### config.mk
export PLATFORM = sky130hd
export DESIGN_NAME = vc_wrr_arbiter_flat
export DESIGN_NICKNAME = d
export VERILOG_FILES = /design/src/rtl/vc_wrr_arbiter_pkg.sv /design/src/rtl/vc_wrr_arbiter_if.sv /design/src/rtl/vc_wrr_arbiter_rr_pick.sv /design/src/rtl/vc_wrr_arbiter.sv /design/src/flat_wrapper.sv
export SDC_FILE = /design/constraint.sdc
export NUM_CORES = 1
export LEC_CHECK = 0
export CAP_MARGIN = 15
export CORE_UTILIZATION = 40
export DETAILED_ROUTE_END_ITERATION = 10
export PLACE_DENSITY = 0.74
export SKIP_CTS_REPAIR_TIMING = 1
export SLEW_MARGIN = 40
export SYNTH_ARGS = -nofsm -noshare
export SYNTH_HDL_FRONTEND = slang
export SYNTH_SLANG_ARGS = --single-unit
### constraint.sdc
create_clock -name clk -period 4.8 [get_ports clk]
set_input_delay 0.96 -clock clk [delete_from_list [all_inputs] [get_ports clk]]
set_output_delay 0.96 -clock clk [all_outputs]
set_load 0.02 [all_outputs]
### src/rtl/vc_wrr_arbiter_pkg.sv
// Shared types and constants for the 4-VC weighted round-robin arbiter.
package vc_wrr_arbiter_pkg;

  localparam int VC_N   = 4;  // number of virtual channels
  localparam int VC_IW  = 2;  // width of a VC index
  localparam int WW_DEF = 4;  // default per-VC weight width

  typedef enum logic [1:0] {
    IDLE  = 2'd0,
    SERVE = 2'd1,
    HOLD  = 2'd2
  } arb_state_e;

  // Next VC index; the 2-bit add wraps 3 -> 0 naturally.
  function automatic logic [VC_IW-1:0] vc_inc(input logic [VC_IW-1:0] i);
    return i + 2'd1;
  endfunction

endpackage

### src/rtl/vc_wrr_arbiter_if.sv
// VC-FIFO / downstream-FIFO bundle seen by the arbiter.
interface vc_wrr_arbiter_if #(
  parameter int BW = 4,
  parameter int WW = vc_wrr_arbiter_pkg::WW_DEF
);
  localparam int N = vc_wrr_arbiter_pkg::VC_N;

  logic              arb_en;
  logic [N*WW-1:0]   wrr_weights;
  logic [N-1:0]      vc_empty;
  logic [N*BW-1:0]   vc_data;
  logic [N-1:0]      vc_rd;
  logic              down_almost_full;
  logic              down_wr;
  logic [BW-1:0]     down_data;
  logic [1:0]        active_vc;
  logic              busy;

  // Arbiter side
  modport master (
    input  arb_en, wrr_weights, vc_empty, vc_data, down_almost_full,
    output vc_rd, down_wr, down_data, active_vc, busy
  );

  // Environment side (VC FIFOs, downstream FIFO, control)
  modport slave (
    output arb_en, wrr_weights, vc_empty, vc_data, down_almost_full,
    input  vc_rd, down_wr, down_data, active_vc, busy
  );

endinterface

### src/rtl/vc_wrr_arbiter_rr_pick.sv
// Combinational round-robin search: first set request bit at or after start.
module vc_rr_pick
  import vc_wrr_arbiter_pkg::*;
(
  input  logic [VC_N-1:0]  req,
  input  logic [VC_IW-1:0] start,
  output logic [VC_IW-1:0] idx,
  output logic             vld
);

  // Scan offsets from far to near so the closest hit to start wins.
  always_comb begin
    vld = 1'b0;
    idx = '0;
    for (int k = VC_N - 1; k >= 0; k--) begin
      if (req[VC_IW'(32'(start) + k)]) begin
        vld = 1'b1;
        idx = VC_IW'(32'(start) + k);
      end
    end
  end

endmodule

### src/rtl/vc_wrr_arbiter.sv
// Weighted round-robin arbiter draining 4 VC FIFOs into one downstream FIFO.
// Each grant reads up to weight[vc] words back to back, then rotates.
module vc_wrr_arbiter
  import vc_wrr_arbiter_pkg::*;
#(
  parameter int BW = 4,
  parameter int WW = WW_DEF
) (
  input  logic           clk,
  input  logic           reset_L,
  vc_wrr_arbiter_if.master bus
);

  // Per-VC views of the flat weight and data buses
  logic [VC_N-1:0][WW-1:0] wt;
  logic [VC_N-1:0][BW-1:0] dat;

  for (genvar g = 0; g < VC_N; g++) begin : g_vc
    assign wt[g]  = bus.wrr_weights[g*WW +: WW];
    assign dat[g] = bus.vc_data[g*BW +: BW];
  end

  arb_state_e       state;
  logic [VC_IW-1:0] grant_q;
  logic [VC_IW-1:0] last_grant;
  logic [WW-1:0]    credit;
  logic             down_wr_q;
  logic [BW-1:0]    down_data_q;
  logic             busy_q;

  logic [VC_IW-1:0] pick_idx;
  logic             pick_vld;
  logic [WW-1:0]    load_cred;
  logic             rd_ok;
  logic             last_rd;

  // Search always starts just past the last grant; on rotation last_grant
  // equals the VC being left, so a lone VC comes back to itself.
  vc_rr_pick u_pick (
    .req   (~bus.vc_empty),
    .start (vc_inc(last_grant)),
    .idx   (pick_idx),
    .vld   (pick_vld)
  );

  // Fresh credit for the candidate grant; weight 0 still buys one word.
  assign load_cred = (wt[pick_idx] == '0) ? WW'(1) : wt[pick_idx];

  // Read only when serving, enabled, downstream has room and the VC has data.
  assign rd_ok   = (state == SERVE) && bus.arb_en && !bus.down_almost_full &&
                   !bus.vc_empty[grant_q];
  assign last_rd = rd_ok && (credit == WW'(1));

  assign bus.vc_rd     = rd_ok ? (VC_N'(1) << grant_q) : '0;
  assign bus.down_wr   = down_wr_q;
  assign bus.down_data = down_data_q;
  assign bus.active_vc = grant_q;
  assign bus.busy      = busy_q;

  // Grant FSM, credit accounting and the one-cycle read-to-write stage
  always_ff @(posedge clk or negedge reset_L) begin
    if (!reset_L) begin
      state       <= IDLE;
      grant_q     <= '0;
      last_grant  <= VC_IW'(VC_N - 1);
      credit      <= '0;
      down_wr_q   <= 1'b0;
      down_data_q <= '0;
      busy_q      <= 1'b0;
    end else begin
      down_wr_q <= rd_ok;
      if (rd_ok) down_data_q <= dat[grant_q];

      case (state)
        IDLE: begin
          if (bus.arb_en && pick_vld && !bus.down_almost_full) begin
            state      <= SERVE;
            busy_q     <= 1'b1;
            grant_q    <= pick_idx;
            last_grant <= pick_idx;
            credit     <= load_cred;
          end
        end

        SERVE: begin
          if (!bus.arb_en) begin
            state  <= IDLE;
            busy_q <= 1'b0;
            credit <= '0;
          end else if (bus.down_almost_full) begin
            state <= HOLD;
          end else if (bus.vc_empty[grant_q] || last_rd) begin
            // Rotate in place; the VC being read this cycle still shows
            // non-empty, so a lone VC is simply re-granted.
            if (pick_vld) begin
              grant_q    <= pick_idx;
              last_grant <= pick_idx;
              credit     <= load_cred;
            end else begin
              state  <= IDLE;
              busy_q <= 1'b0;
              credit <= '0;
            end
          end else begin
            credit <= credit - WW'(1);
          end
        end

        HOLD: begin
          if (!bus.arb_en) begin
            state  <= IDLE;
            busy_q <= 1'b0;
            credit <= '0;
          end else if (!bus.down_almost_full) begin
            state <= SERVE;
          end
        end

        default: begin
          state  <= IDLE;
          busy_q <= 1'b0;
        end
      endcase
    end
  end

endmodule

### src/flat_wrapper.sv
// flat-port wrapper written by rule: the top's interface ports become plain ports
module vc_wrr_arbiter_flat import vc_wrr_arbiter_pkg::*;
#(
  parameter int BW = 4,
  parameter int WW = WW_DEF
)
  (clk, reset_L, bus_arb_en, bus_wrr_weights, bus_vc_empty, bus_vc_data, bus_down_almost_full, bus_vc_rd, bus_down_wr, bus_down_data, bus_active_vc, bus_busy);
  vc_wrr_arbiter_if #(.BW(BW), .WW(WW)) bus_i ();
  input  logic clk;
  input  logic reset_L;
  input wire logic [$bits(bus_i.arb_en)-1:0] bus_arb_en;
  input wire logic [$bits(bus_i.wrr_weights)-1:0] bus_wrr_weights;
  input wire logic [$bits(bus_i.vc_empty)-1:0] bus_vc_empty;
  input wire logic [$bits(bus_i.vc_data)-1:0] bus_vc_data;
  input wire logic [$bits(bus_i.down_almost_full)-1:0] bus_down_almost_full;
  output wire logic [$bits(bus_i.vc_rd)-1:0] bus_vc_rd;
  output wire logic [$bits(bus_i.down_wr)-1:0] bus_down_wr;
  output wire logic [$bits(bus_i.down_data)-1:0] bus_down_data;
  output wire logic [$bits(bus_i.active_vc)-1:0] bus_active_vc;
  output wire logic [$bits(bus_i.busy)-1:0] bus_busy;
  assign bus_i.arb_en = bus_arb_en;
  assign bus_i.wrr_weights = bus_wrr_weights;
  assign bus_i.vc_empty = bus_vc_empty;
  assign bus_i.vc_data = bus_vc_data;
  assign bus_i.down_almost_full = bus_down_almost_full;
  assign bus_vc_rd = bus_i.vc_rd;
  assign bus_down_wr = bus_i.down_wr;
  assign bus_down_data = bus_i.down_data;
  assign bus_active_vc = bus_i.active_vc;
  assign bus_busy = bus_i.busy;
  vc_wrr_arbiter #(.BW(BW), .WW(WW)) u_core (.clk(clk), .reset_L(reset_L), .bus(bus_i));
endmodule
==> flow_metrics.env <==
export IMPL_required_ns=3.84
export IMPL_drv_cap=0
export IMPL_ys_seq_area_share_pct=30.0
export IMPL_path_clk_slew_ns=0.10
export IMPL_drc=0
export IMPL_max_slew_worst_pin_slew_ns=0.739
export IMPL_root_buffer="clkbuf_4"
export IMPL_area_growth_pct=42.9
export IMPL_grt_overflow=0
export IMPL_power_net_switching_uw=441
export IMPL_status="complete, no violations"
export IMPL_die_h_microns=59.9
export IMPL_fmax_mhz=235
export IMPL_p_leak_uw=0.000753
export IMPL_track_usage_pct=22.0
export IMPL_core_sq_um=3130
export IMPL_multi_input_area_sq_um=893
export IMPL_crit_arrival_ns=3.29
export IMPL_internal_power_uw=553
export IMPL_grt_pass1_vias=1258
export IMPL_synth_fp_nets=177
export IMPL_design_area_sq_um=1920
export IMPL_setup_viol=0
export IMPL_worstReg2RegStart="u_core.last_grant[1]$_DFFE_PN1P_"
export IMPL_setup_tns_ns=0
export IMPL_place_hpwl_mm=2.84
export IMPL_syn_cell_area_sq_um=1340
export IMPL_ir_drop_v=0.000281
export IMPL_cp_max_fo=9
export IMPL_crit_type="in2out"
export IMPL_setup_ws_ns=0.547
export IMPL_worst_setup_path_end_kind="output port"
export IMPL_numPortBuffers=51
export IMPL_p_total_uw=993
export IMPL_dieArea_sq_um=3590
export IMPL_ant_nets=0
export IMPL_synth_cells=131
export IMPL_nFillCells=275
export IMPL_finalCriticalPeriod_ns=4.25
export IMPL_async_flop_share_pct=100
export IMPL_htreeDepth=1
export IMPL_grt_pass1_wl_mm=5.80
export IMPL_numCtsBuffers=3
export IMPL_seq_power_share_pct=28.9
export IMPL_std_cell_rows=20
export IMPL_clk_latency_ns=0.29
export IMPL_antenna_cells=0
export IMPL_vias_per_cell=5.64
export IMPL_whs_path_depth=1
export IMPL_pin_count=52
export IMPL_switching_share_pct=44.3
export IMPL_fin_crit_sh_pct=88.6
export IMPL_die_w_microns=59.9
export IMPL_dpl_cell_area_sq_um=1880
export IMPL_slew_viol_final=0
export IMPL_fin_cells=226
export IMPL_firstDrtPassIters=4
export IMPL_synth_edff_count=0
export IMPL_synth_ff_type="dfrtp_1"
export IMPL_post_place_ws_ns=0.562
export IMPL_cts_sinks=16
export IMPL_syn_avg_cell_area_sq_um=10.2
export IMPL_max_slew_margin_rel_pct=50.5
export IMPL_seq_area_sq_um=403
export IMPL_hold_start="u_core.credit[3]$_DFFE_PN0P_"
export IMPL_ctsLongestPathBuffers=2
export IMPL_nNetsFinal=229
export IMPL_clkPwrFrac_pct=9.3
export IMPL_start_kind="input port"
export IMPL_yosys_warnings=0
export IMPL_ff2ff_path_depth=5
export IMPL_rsz0062_at_grt="no"
export IMPL_hp_class="reg2reg"
export IMPL_finalWirelength_mm=3.60
export IMPL_p_comb_share_pct=61.7
export IMPL_finalHoldViolations=0
export IMPL_cts_tree="built"
export IMPL_start_util_pct=42.9
export IMPL_skew_ns=0.00387
export IMPL_power_per_cell_area_nw_per_um2=518
export IMPL_wl_per_cell_microns=15.9
export IMPL_drive_gt1_share_pct=12.1
export IMPL_place_inst=222
export IMPL_antenna_found_initial=0
export IMPL_drtIter0Drc=73
export IMPL_routabilityCongestion=0.791
export IMPL_vias=1274
export IMPL_ys_types=47
export IMPL_grt_max_degree=17
export IMPL_startpoint="bus_vc_empty[1]"
export IMPL_ys_ff_latch=16
-- kinds of logic after synthesis --
group / Yosys count / share of synthesized area (%)
fa+ha+maj: 6 / 5.60
mux: 12 / 16.2
compound gates: 44 / 26.4
simple gates: 44 / 18.4
buf+inv: 9 / 3.36
flops: 16 / 30.0
-- path summary, 6_finish.rpt --
| check | end | slack, ns |
|---|---|---|
| setup reg to reg | u_core.credit[0]$_DFFE_PN0P_ | 2.49 |
| hold / removal | u_core.credit[3]$_DFFE_PN0P_ | 0.51 |
| hold reg to reg | u_core.credit[3]$_DFFE_PN0P_ | 0.51 |
| setup / recovery | bus_vc_rd[0] | 0.55 |
| min in group asynchronous | u_core.state[0]$_DFFE_PN0P_ | 1.10 |
| max in group asynchronous | u_core.bus.active_vc[0]$_DFFE_PN0P_ | 3.24 |
-- metrics by stage --
step	hold slack (ns)	utilization [%]
5_1_grt	0.542	61.3
4_1_cts	0.519	61.3
3_5_place_dp	0.497	60.1
3_3_place_gp	0.489	60.1
2_1_floorplan	0.478	-
6_report	0.514	61.3
-- Yosys cell counts (all sizes together) (4+ instances only) --
cell | number | area share [%]
a21oi | 9 | 3.4
nand3 | 4 | 1.5
nor2 | 9 | 2.5
ha | 6 | 5.6
nand2 | 7 | 2.0
a211oi | 6 | 4.1
o21ai | 5 | 1.9
nor3 | 5 | 2.7
inv | 5 | 1.4
mux4 | 6 | 11
a21boi | 7 | 3.9
mux2 | 6 | 5.0
dfrtp | 14 | 26
nor2b | 6 | 2.8
-- registers in the layout (all words and copies together), names as in the netlist --
register and count:
u_core.bus.down_data 4, u_core.credit 4, u_core.bus.active_vc 2, u_core.last_grant 2
u_core.state 2, u_core.bus.busy 1, u_core.bus.down_wr 1
-- layer usage --
| layer | vias up | global-route usage (%) | part of all wire (%) |
|---|---|---|---|
| met2 | 28 | 38.4 | 51 |
| met3 | 8 | 4.76 | 3.1 |
| li1 | 613 | - | - |
| met5 | - | 0 | 0 |
| met4 | 0 | 8.31 | 2.2 |
| met1 | 625 | 26.1 | 43 |
-- placed cells by master, fill, tap and decap left out, drive strengths merged, types with 2 or more instances in the layout --
cell type	synthesis	final
ha	6	6
a21boi	7	7
o21bai	2	2
a2111o	2	2
o31ai	2	2
nand2	7	7
dfstp	2	2
nand2b	3	3
o21ai	5	5
nor2	9	9
a21oi	9	9
nor3	5	5
clkdlybuf4s50	0	51
inv	5	5
and2	2	2
dfrtp	14	14
a211oi	6	6
mux4	6	6
nor2b	6	6
mux2	6	6
nand3	4	4
nor3b	2	2
clkbuf	2	4
-- area by class of cell --
type	instances	share of cell area [%]
multi-input combinational	106	46.6
timing repair buffer	51	26.6
tap	44	2.87
sequential	16	21.0
clock buffer	4	1.89
inverter	5	0.979
-- critical path: stages --
cell and delay, ns:
clkdlybuf4s50_1 0.53, mux4_2 0.57, nor3_4 0.37, nor3b_1 0.23, clkdlybuf4s50_1 0.63
-- power by group through the flow --
| stage | Combinational (uW) | Clock [uW] | Sequential [uW] |
|---|---|---|---|
| floorplan | 423 | 0 | 288 |
| global placement | 595 | 0 | 281 |
| detailed placement | 608 | 0 | 289 |
| CTS | 611 | 95.0 | 286 |
| global route | 673 | 104 | 299 |
| finish | 613 | 92.9 | 288 |
Note: power is estimated with default switching activity, not from simulation.
